## src/rtl/cavlc_chroma_dc_scan_pkg.sv

```systemverilog
// Shared definitions for the CAVLC chroma DC scan stage and the
// nC = -1 coeff_token lookup that consumes its table address.
package cavlc_chroma_dc_scan_pkg;

    localparam int CDC_NUM_COEFF = 4;

    typedef enum logic [1:0] {
        ST_LOAD = 2'd0,
        ST_SCAN = 2'd1,
        ST_DONE = 2'd2
    } cdc_state_e;

    // Table row is TotalCoeff-1; TotalCoeff==4 wraps to row 3.
    function automatic logic [3:0] ct_pack(
        input logic [2:0] tc,
        input logic [1:0] t1
    );
        return (tc == 3'd0) ? 4'd0 : {tc[1:0] - 2'd1, t1};
    endfunction

endpackage

```

## src/rtl/cavlc_chroma_dc_scan_classify.sv

```systemverilog
// Per-coefficient decision: nonzero, and whether it extends the
// run of trailing +/-1 values.
module cavlc_chroma_dc_scan_classify #(
    parameter int LEVEL_W = 16
) (
    input  logic [LEVEL_W-1:0] coeff_i,
    input  logic               open_i,
    input  logic [1:0]         t1_cnt_i,
    output logic               is_nz_o,
    output logic               is_t1_o
);

    logic is_one;

    assign is_nz_o = (coeff_i != '0);
    assign is_one  = (coeff_i == LEVEL_W'(1))
                  || (coeff_i == {LEVEL_W{1'b1}});
    assign is_t1_o = is_nz_o && open_i && is_one
                  && (t1_cnt_i != 2'd3);

endmodule

```

## src/rtl/cavlc_chroma_dc_scan.sv

```systemverilog
// Collects a 2x2 chroma DC block, reverse-scans it one coefficient
// per cycle and holds the CAVLC statistics until accepted.
module cavlc_chroma_dc_scan
    import cavlc_chroma_dc_scan_pkg::*;
#(
    parameter int LEVEL_W = 16
) (
    input  logic                   clk,
    input  logic                   rst_n,
    input  logic                   in_valid,
    output logic                   in_ready,
    input  logic [LEVEL_W-1:0]     in_coeff,
    output logic                   out_valid,
    input  logic                   out_ready,
    output logic [3:0]             ct_addr,
    output logic                   ct_zero,
    output logic [2:0]             total_coeff,
    output logic [1:0]             trailing_ones,
    output logic [2:0]             t1_signs,
    output logic [1:0]             total_zeros,
    output logic [4*LEVEL_W-1:0]   levels,
    output logic [7:0]             runs
);

    cdc_state_e state_q, state_d;

    logic [LEVEL_W-1:0] coef_q [CDC_NUM_COEFF];
    logic [LEVEL_W-1:0] coef_d [CDC_NUM_COEFF];
    logic [LEVEL_W-1:0] lev_q  [CDC_NUM_COEFF];
    logic [LEVEL_W-1:0] lev_d  [CDC_NUM_COEFF];
    logic [1:0]         run_q  [CDC_NUM_COEFF];
    logic [1:0]         run_d  [CDC_NUM_COEFF];

    logic [1:0] cnt_q, cnt_d;
    logic [1:0] idx_q, idx_d;
    logic [1:0] t1_q, t1_d;
    logic [1:0] zrun_q, zrun_d;
    logic [2:0] tc_q, tc_d;
    logic [2:0] sgn_q, sgn_d;
    logic       open_q, open_d;
    logic       zero_q, zero_d;

    logic               accept;
    logic               is_nz;
    logic               is_t1;
    logic [LEVEL_W-1:0] cur;

    assign accept = in_valid && in_ready;
    assign cur    = coef_q[idx_q];

    cavlc_chroma_dc_scan_classify #(
        .LEVEL_W (LEVEL_W)
    ) u_classify (
        .coeff_i  (cur),
        .open_i   (open_q),
        .t1_cnt_i (t1_q),
        .is_nz_o  (is_nz),
        .is_t1_o  (is_t1)
    );

    always_ff @(posedge clk) begin
        if (!rst_n) state_q <= ST_LOAD;
        else        state_q <= state_d;
    end

    always_comb begin
        state_d = state_q;
        unique case (state_q)
            ST_LOAD: if (accept && cnt_q == 2'd3) state_d = ST_SCAN;
            ST_SCAN: if (idx_q == 2'd0)           state_d = ST_DONE;
            ST_DONE: if (out_ready)               state_d = ST_LOAD;
            default:                              state_d = ST_LOAD;
        endcase
    end

    always_comb begin
        in_ready  = 1'b0;
        out_valid = 1'b0;
        unique case (state_q)
            ST_LOAD: in_ready  = rst_n;
            ST_DONE: out_valid = 1'b1;
            default: ;
        endcase
    end

    always_comb begin
        coef_d = coef_q;
        lev_d  = lev_q;
        run_d  = run_q;
        cnt_d  = cnt_q;
        idx_d  = idx_q;
        t1_d   = t1_q;
        zrun_d = zrun_q;
        tc_d   = tc_q;
        sgn_d  = sgn_q;
        open_d = open_q;
        zero_d = zero_q;
        if (accept) begin
            coef_d[cnt_q] = in_coeff;
            cnt_d = cnt_q + 2'd1;
            if (cnt_q == 2'd3) begin
                idx_d  = 2'd3;
                lev_d  = '{default: '0};
                run_d  = '{default: '0};
                t1_d   = '0;
                zrun_d = '0;
                tc_d   = '0;
                sgn_d  = '0;
                open_d = 1'b1;
                zero_d = 1'b0;
            end
        end
        if (state_q == ST_SCAN) begin
            idx_d = idx_q - 2'd1;
            if (!is_nz) begin
                if (tc_q != 3'd0) zrun_d = zrun_q + 2'd1;
            end else begin
                if (is_t1) begin
                    sgn_d[t1_q] = cur[LEVEL_W-1];
                    t1_d = t1_q + 2'd1;
                end else begin
                    open_d = 1'b0;
                end
                lev_d[tc_q[1:0]] = cur;
                if (tc_q != 3'd0) run_d[tc_q[1:0] - 2'd1] = zrun_q;
                zrun_d = '0;
                tc_d = tc_q + 3'd1;
            end
            // Zeros below the lowest-frequency nonzero close the last run.
            if (idx_q == 2'd0) begin
                if (tc_d != 3'd0) run_d[tc_d[1:0] - 2'd1] = zrun_d;
                zero_d = (tc_d == 3'd0);
            end
        end
        if (out_valid && out_ready) cnt_d = '0;
    end

    always_ff @(posedge clk) begin
        if (!rst_n) begin
            coef_q <= '{default: '0};
            lev_q  <= '{default: '0};
            run_q  <= '{default: '0};
            cnt_q  <= '0;
            idx_q  <= '0;
            t1_q   <= '0;
            zrun_q <= '0;
            tc_q   <= '0;
            sgn_q  <= '0;
            open_q <= 1'b0;
            zero_q <= 1'b0;
        end else begin
            coef_q <= coef_d;
            lev_q  <= lev_d;
            run_q  <= run_d;
            cnt_q  <= cnt_d;
            idx_q  <= idx_d;
            t1_q   <= t1_d;
            zrun_q <= zrun_d;
            tc_q   <= tc_d;
            sgn_q  <= sgn_d;
            open_q <= open_d;
            zero_q <= zero_d;
        end
    end

    assign ct_addr       = ct_pack(tc_q, t1_q);
    assign ct_zero       = zero_q;
    assign total_coeff   = tc_q;
    assign trailing_ones = t1_q;
    assign t1_signs      = sgn_q;
    assign total_zeros   = run_q[0] + run_q[1] + run_q[2] + run_q[3];
    assign levels        = {lev_q[3], lev_q[2], lev_q[1], lev_q[0]};
    assign runs          = {run_q[3], run_q[2], run_q[1], run_q[0]};

endmodule

```

## config.mk

```make
export PLATFORM = sky130hd
export DESIGN_NAME = cavlc_chroma_dc_scan
export DESIGN_NICKNAME = d
export VERILOG_FILES = /design/src/rtl/cavlc_chroma_dc_scan_pkg.sv /design/src/rtl/cavlc_chroma_dc_scan_classify.sv /design/src/rtl/cavlc_chroma_dc_scan.sv
export SDC_FILE = /design/constraint.sdc
export NUM_CORES = 1
export LEC_CHECK = 0
export ABC_AREA = 0
export BUFFER_PORTS_ARGS = -buffer_cell sky130_fd_sc_hd__buf_2
export CAP_MARGIN = 20
export CORE_UTILIZATION = 25
export DETAILED_ROUTE_END_ITERATION = 12
export SETUP_SLACK_MARGIN = 0.2
export SLEW_MARGIN = 10
export SYNTH_ARGS = -nofsm -noshare
export SYNTH_HDL_FRONTEND = slang
export SYNTH_SLANG_ARGS = --single-unit
```

## constraint.sdc

```tcl
create_clock -name clk -period 3.1 [get_ports clk]
set_input_delay 0.62 -clock clk [delete_from_list [all_inputs] [get_ports clk]]
set_output_delay 0.62 -clock clk [all_outputs]
set_load 0.005 [all_outputs]
```

==> results of run 1 <==
==> worst max-delay path, cell delays in order, from the launching register on <==
cell and delay (ns):
dfxtp_2 0.34, buf_12 0.13, buf_12 0.11, mux4_2 0.54
nor4_2 0.30, nand4_1 0.19, buf_6 0.19, or3_1 0.34
a21bo_2 0.23, o311a_1 0.33
==> registers in the layout, summed over array words and instances (netlist names), 2 cells and up <==
name and cells:
cnt_q 2, coef_q 64, idx_q 2, levels 64, runs 8, state_q 2
t1_signs 3, total_coeff 3, trailing_ones 2, zrun_q 2
==> cells by family after synthesis <==
family                     Yosys count  share of synthesized area
AOI/OAI and AO/OA                  174                      0.140
buffers and inverters               73                     0.0454
DFF                                154                      0.455
muxes                               26                     0.0722
adders and majority gates           16                     0.0306
xor gates and xnor gates             6                    0.00775
and+or+nand+nor                    377                      0.250
==> path summary, 6_finish.rpt <==
kind         startpoint    endpoint  slack (ns)  depth (start not counted)
max            idx_q[1]     runs[4]        0.28                          9
min          coef_q[61]  coef_q[61]        0.45                          2
max reg2reg    idx_q[1]     runs[4]        0.28                          9
min reg2reg  coef_q[61]  coef_q[61]        0.45                          2
==> layer usage <==
| layer | vias up | part of all wire | GRT usage |
|---|---|---|---|
| li1 | 3077 | - | - |
| met1 | 3033 | 0.46 | 0.202 |
| met2 | 213 | 0.46 | 0.246 |
| met3 | 30 | 0.064 | 0.0418 |
| met4 | 6 | 0.017 | 0.0407 |
| met5 | - | 0.0015 | 0 |
==> cell usage in the layout, fill, tap and decap left out, types with 2 or more instances in the layout <==
cell type    n
inv_6        2
a31o_2       2
dfxtp_2      2
dfxtp_1    152
nand2b_1     6
buf_12       6
clkinv_4     3
a21oi_1    145
buf_4       44
nand2_1    215
and3_1       8
nor2b_1      4
o21a_1       2
buf_2      109
o21ai_0      6
nor4_2       2
bufinv_16    4
nand4_1     12
o311a_1      2
nor4_4       3
mux4_2      13
nand3_1     84
inv_1        9
clkbuf_16   17
mux2i_1      8
nor2_1      24
and2_1       7
a31oi_1      5
ha_1        15
mux2_2       2
mux4_1       3
clkinv_2     2
xnor2_1      5
nand3b_1     4
==> power by group <==
| group | internal [W] | total, W | switching [W] |
|---|---|---|---|
| logic | 0.000120 | 0.000322 | 0.000203 |
| clock network | 0.00136 | 0.00222 | 0.000867 |
| registers | 0.00200 | 0.00201 | 0.0000144 |
| total | 0.00347 | 0.00456 | 0.00108 |
==> final cells by class <==
type / instances / area (um^2) / share of cell area
Inverter: 10 / 40.0 / 0.00466
Multi-Input combinational cell: 599 / 3420 / 0.397
Clock inverter: 13 / 193 / 0.0224
Tap cell: 335 / 419 / 0.0488
Timing Repair Buffer: 161 / 1010 / 0.118
Sequential cell: 154 / 3090 / 0.359
Clock buffer: 18 / 429 / 0.0499
==> what timing repair did <==
action / CTS / global route
hold buffers: 0 / 0
setup endpoints to repair: 3 / 20
resized for setup: 1 / 13
cloned: 0 / 1
buffers inserted: 0 / 14
pin swaps: 2 / 3
==> through the flow <==
stage	setup WS [ns]	utilization	cell area (um^2)	total power [W]
after floorplan	0.352	-	6780	0.00222
after global placement	0.213	0.296	7790	0.00234
after detailed placement	0.164	0.296	7790	0.00235
after CTS	0.207	0.319	8410	0.00456
after global routing	0.179	0.326	8590	0.00470
final	0.284	0.326	8590	0.00456
==> flow_metrics.py, run 1 <==
metrics = {
    "critical_path": {
        "crit_path_start_kind": "flip-flop",
        "cp_max_fo": 7,
        "cp-end-kind": "flip-flop",
        "critPathKind": "reg -> reg",
        "critPathRequiredTime_ns": 3.42,
        "worstPathArrival_ns": 3.13,
    },
    "synthesis": {
        "synth_top_flop_cell": "dfxtp_1",
        "syn_nets": 862,
        "syn_avg_cell_area_um2": 8.21,
        "async_flop_share": 0,
        "synth_most_common_cell": "nand2_1",
        "synth_edf_count": 0,
        "ys_seq_area_frac": 0.455,
        "synth.area.top_cells": "dfxtp_1, nand2_1, a21oi_1",
        "synthCells": 826,
        "synthTopCellsByCount": "nand2_1, dfxtp_1, a21oi_1, nand3_1, clkbuf_1",
        "synth_area_mm2": 0.00678,
        "yosys_warnings": 0,
        "synth_top_area_cell": "dfxtp_1",
        "synth_top_area_share": 0.455,
        "ys_ff_latch": 154,
        "ys_types": 52,
    },
    "die": {
        "fp.dieW_um": 167,
        "start_util": 0.257,
        "io_pins": 109,
        "dieArea_mm2": 0.0278,
        "die_y_um": 167,
        "rows": 59,
        "core_area_mm2": 0.0264,
    },
    "detailed_routing": {
        "drt-initial-drc-count": 745,
        "vias": 6359,
        "drc": 0,
        "drt-total-wl_um": 22000,
        "routedWlPerCell_um": 17.1,
        "first_pass_iters": 6,
        "viasPerCell": 4.93,
        "antenna_left": 0,
    },
    "clock_tree": {
        "clock_latency_ns": 0.43,
        "cts_sinks": 154,
        "root_buffer": "clkbuf_16",
        "cts_tree": "done",
        "clkTransAtPathRegs_ns": 0.07,
        "cts_made_buffers": 17,
        "htree_levels": 4,
        "clock_path_buffers": 2,
    },
    "grt": {
        "antenna_found_initial": 3,
        "gr-total-overflow": 0,
        "grt_pass1_vias": 5696,
        "grt_start_max_net_pins": 61,
        "grt_usage": 0.153,
        "grt_pass1_wl_um": 32900,
    },
    "sta": {
        "finalMaxSlewViolations": 0,
        "worst_pin_slew_ns": 0.721,
        "tns_ns": 0,
        "fin_hold_ws_ns": 0.452,
        "finalSetupViolCount": 0,
        "rsz0062_at_grt": "yes",
        "finalHoldViolCount": 0,
        "fin_skew_ns": 0.0160,
        "fmax_mhz": 355,
        "min_period_ns": 2.82,
        "maxSlewHeadroom": 0.517,
        "post-route-period-util": 0.909,
    },
    "place": {
        "hpwl_um": 14400,
        "port_buffers": 108,
        "dp_cells": 1244,
        "gp_congestion": 0.850,
    },
    "cells_and_area": {
        "antennaDiodeCount": 0,
        "layout-drive-gt1-share": 0.232,
        "stdcell_count": 1290,
        "n_fill_cell": 2741,
        "fin_nets": 979,
        "area_delta_synth_final_pct": 26.8,
    },
    "pwr": {
        "ir_drop_mv": 0.366,
        "cellLeakagePower_nw": 3.28,
        "p_per_area_mw_per_mm2": 530,
    },
    "run": {
        "maxCapViolCount": 0,
    },
    "hold_path": {
        "worstHoldPathType": "reg -> reg",
    },
    "status": {
        "status": "finished, final reports clean",
    },
}
Note: power is estimated with default switching activity, not from simulation.
==> run 2, diff against run 1 <==
--- a/config.mk
+++ b/config.mk
@@ -7,11 +7,12 @@
 export LEC_CHECK = 0
 export ABC_AREA = 0
 export BUFFER_PORTS_ARGS = -buffer_cell sky130_fd_sc_hd__buf_2
-export CAP_MARGIN = 20
+export CAP_MARGIN = 25
 export CORE_UTILIZATION = 25
 export DETAILED_ROUTE_END_ITERATION = 12
 export SETUP_SLACK_MARGIN = 0.2
 export SLEW_MARGIN = 10
 export SYNTH_ARGS = -nofsm -noshare
 export SYNTH_HDL_FRONTEND = slang
+export SYNTH_HIERARCHICAL = 1
 export SYNTH_SLANG_ARGS = --single-unit
==> flow_metrics.py, run 2 <==
metrics = {
    "critical_path": {
        "cp.depth": 12,
        "cp_max_fo": 8,
        "cp-end-kind": "flip-flop",
        "cpPeakStageDelay_ns": 0.56,
        "cp_common_cell": "buf_12",
        "critPathKind": "reg -> reg",
        "worstPathArrival_ns": 3.43,
        "cp_cell_sequence": "buf_12, mux4_2, nor4_4, nand4_1, or2_4, buf_4, buf_4, and3_4, buf_12, buf_12, a22oi_2, nor2_1",
        "ff2ff_path_depth": 12,
        "critPathRequiredTime_ns": 3.38,
        "cpMaxStageDelayCell": "mux4_2",
        "crit_path_start_kind": "flip-flop",
        "crit_family": "simple AND/OR/NAND/NOR gates",
        "path_buf_inv": 5,
    },
    "sta": {
        "finalMaxSlewViolations": 0,
        "post-route-period-util": 1.02,
        "worst_pin_slew_ns": 0.831,
        "fmax_mhz": 318,
        "min_period_ns": 3.15,
        "finalWorstSetupSlack_ns": -0.0487,
        "fin_skew_ns": 0.0113,
        "rsz0062_at_grt": "yes",
        "finalHoldViolCount": 0,
        "maxSlewHeadroom": 0.444,
        "finalSetupViolCount": 11,
        "fin_hold_ws_ns": 0.450,
    },
    "synthesis": {
        "synthTopCellsByCount": "dfxtp_1, nand2_1, nor2_1, a21oi_1, a22oi_1",
        "synth_top_area_share": 0.463,
        "synth_edf_count": 0,
        "ys_types": 63,
        "synth_most_common_cell": "dfxtp_1",
        "syn_nets": 777,
        "yosys_warnings": 6,
        "ys_ff_latch": 154,
        "synthCells": 742,
        "synth_area_mm2": 0.00666,
        "async_flop_share": 0,
        "synth_top_flop_cell": "dfxtp_1",
        "syn_avg_cell_area_um2": 8.97,
        "ys_seq_area_frac": 0.463,
        "synth.area.top_cells": "dfxtp_1, nand2_1, a22oi_1",
        "synth_top_area_cell": "dfxtp_1",
    },
    "die": {
        "fp.dieW_um": 165,
        "core_area_mm2": 0.0261,
        "dieArea_mm2": 0.0273,
        "io_pins": 109,
        "rows": 59,
        "start_util": 0.255,
        "die_y_um": 165,
    },
    "cells_and_area": {
        "area_delta_synth_final_pct": 34.7,
        "stdcell_count": 1221,
        "layout_common_cells": "dfxtp_1, nand2_1, buf_2, nor2_1, a21oi_1",
        "final_common_cell": "dfxtp_1",
        "layout-drive-gt1-share": 0.351,
        "fin_nets": 906,
    },
    "grt": {
        "grt_usage": 0.153,
        "grt_pass1_vias": 5598,
        "gr-total-overflow": 0,
        "grt_pass1_wl_um": 31900,
        "antenna_found_initial": 3,
        "grt_start_max_net_pins": 148,
    },
    "pwr": {
        "power_frac_clock": 0.470,
        "power_frac_seq": 0.462,
        "switching_share": 0.252,
        "comb_power_share": 0.068,
        "internal_power_w": 0.00325,
        "cellLeakagePower_nw": 3.38,
        "switchingPower_w": 0.00109,
        "ir_drop_mv": 0.343,
        "p_per_area_mw_per_mm2": 485,
    },
    "clock_tree": {
        "clkTransAtPathRegs_ns": 0.06,
        "cts_made_buffers": 17,
        "root_buffer": "clkbuf_16",
        "htree_levels": 4,
        "cts.hold.buffers_added": 0,
        "clock_latency_ns": 0.43,
        "cts_tree": "done",
        "cts_sinks": 154,
        "clock_path_buffers": 2,
    },
    "detailed_routing": {
        "viasPerCell": 4.89,
        "drt-initial-drc-count": 559,
        "drc": 0,
        "vias": 5976,
        "antenna_left": 0,
        "routedWlPerCell_um": 17.1,
        "first_pass_iters": 5,
        "drt-total-wl_um": 20800,
    },
    "place": {
        "gp_congestion": 0.838,
        "port_buffers": 108,
        "hpwl_um": 13500,
        "dp_cells": 1173,
    },
    "run": {
        "maxCapViolCount": 0,
    },
    "hold_path": {
        "hold_path_depth": 2,
        "worstHoldPathType": "reg -> reg",
    },
    "status": {
        "status": "complete, but fails checks",
        "violations": "setup timing",
    },
}
-- run 2: changes by cell type after synthesis, sizes merged, moves of 8 or more --
cell	change
nand2	-71
a21oi	-67
clkbuf	-23
buf	+20
a22oi	+64
nand3	-64
nor3	+8
nor2	+60
-- run 2: timing repair --
item                       4_1_cts  5_1_grt
gates resized for setup         57       55
buffers inserted                 6        2
cloned                           4        2
setup endpoints to repair       81       81
pin swaps                        6       14
-- run 2: power by group through the flow --
stage	clock (W)	sequential, W	combinational, W
after global placement	0	0.00205	0.000252
after detailed placement	0	0.00205	0.000256
after global routing	0.00216	0.00201	0.000322
final	0.00204	0.00201	0.000296
after CTS	0.00208	0.00201	0.000275
after floorplan	0	0.00205	0.000159
-- run 2: through the flow --
stage | worst slack [ns] | area, um^2 | power (W) | utilization | TNS [ns]
after floorplan | 0.149 | 6700 | 0.00221 | - | 0
after CTS | 0.0428 | 8660 | 0.00437 | 0.332 | 0
after detailed placement | -0.120 | 7750 | 0.00231 | 0.297 | -1.59
after global placement | -0.0833 | 7750 | 0.00230 | 0.297 | -0.218
final | -0.0487 | 8970 | 0.00435 | 0.344 | -0.182
after global routing | -0.102 | 8960 | 0.00449 | 0.344 | -1.02
-- run 2: kinds of logic (layout without fill, tap and decap cells) --
group / count (synthesis) / in the layout / share of synthesized area
DFF: 154 / 154 / 0.463
xor gates and xnor gates: 8 / 8 / 0.0105
adders and majority gates: 15 / 15 / 0.0293
muxes: 23 / 23 / 0.0651
and+or+nand+nor: 300 / 301 / 0.204
other: 0 / 2 / 0
buffers and inverters: 71 / 212 / 0.0551
AOI/OAI and AO/OA: 171 / 171 / 0.172
-- run 2: final cells by class --
class,instances,area [um^2]
multi-input cells,518,3630
flip-flops and latches,154,3090
diodes,2,5.00
repair buffers,170,1220
well taps,335,419
fillers,2644,17100
clock inverters,13,131
clock buffers,19,443
inverters,10,40.0
-- run 2: path summary, 6_finish.rpt --
path | end | startpoint | slack [ns]
worst max-delay path | levels[13] | idx_q[1] | -0.05
worst max register to register | levels[13] | idx_q[1] | -0.05
worst min register to register | coef_q[16] | coef_q[16] | 0.45
worst min-delay path | coef_q[16] | coef_q[16] | 0.45
-- run 2: worst min-delay path: cells and delay by family (launching register included) --
family | cells | cell delay, ns
AOI/OAI and AO/OA | 1 | 0.05
and+or+nand+nor | 1 | 0.05
DFF | 1 | 0.30
-- run 2: layer usage --
metal | track usage | share of wire
met1 | 0.201 | 0.45
met2 | 0.239 | 0.47
met3 | 0.0400 | 0.062
met4 | 0.0584 | 0.020
met5 | 0 | 0.00048
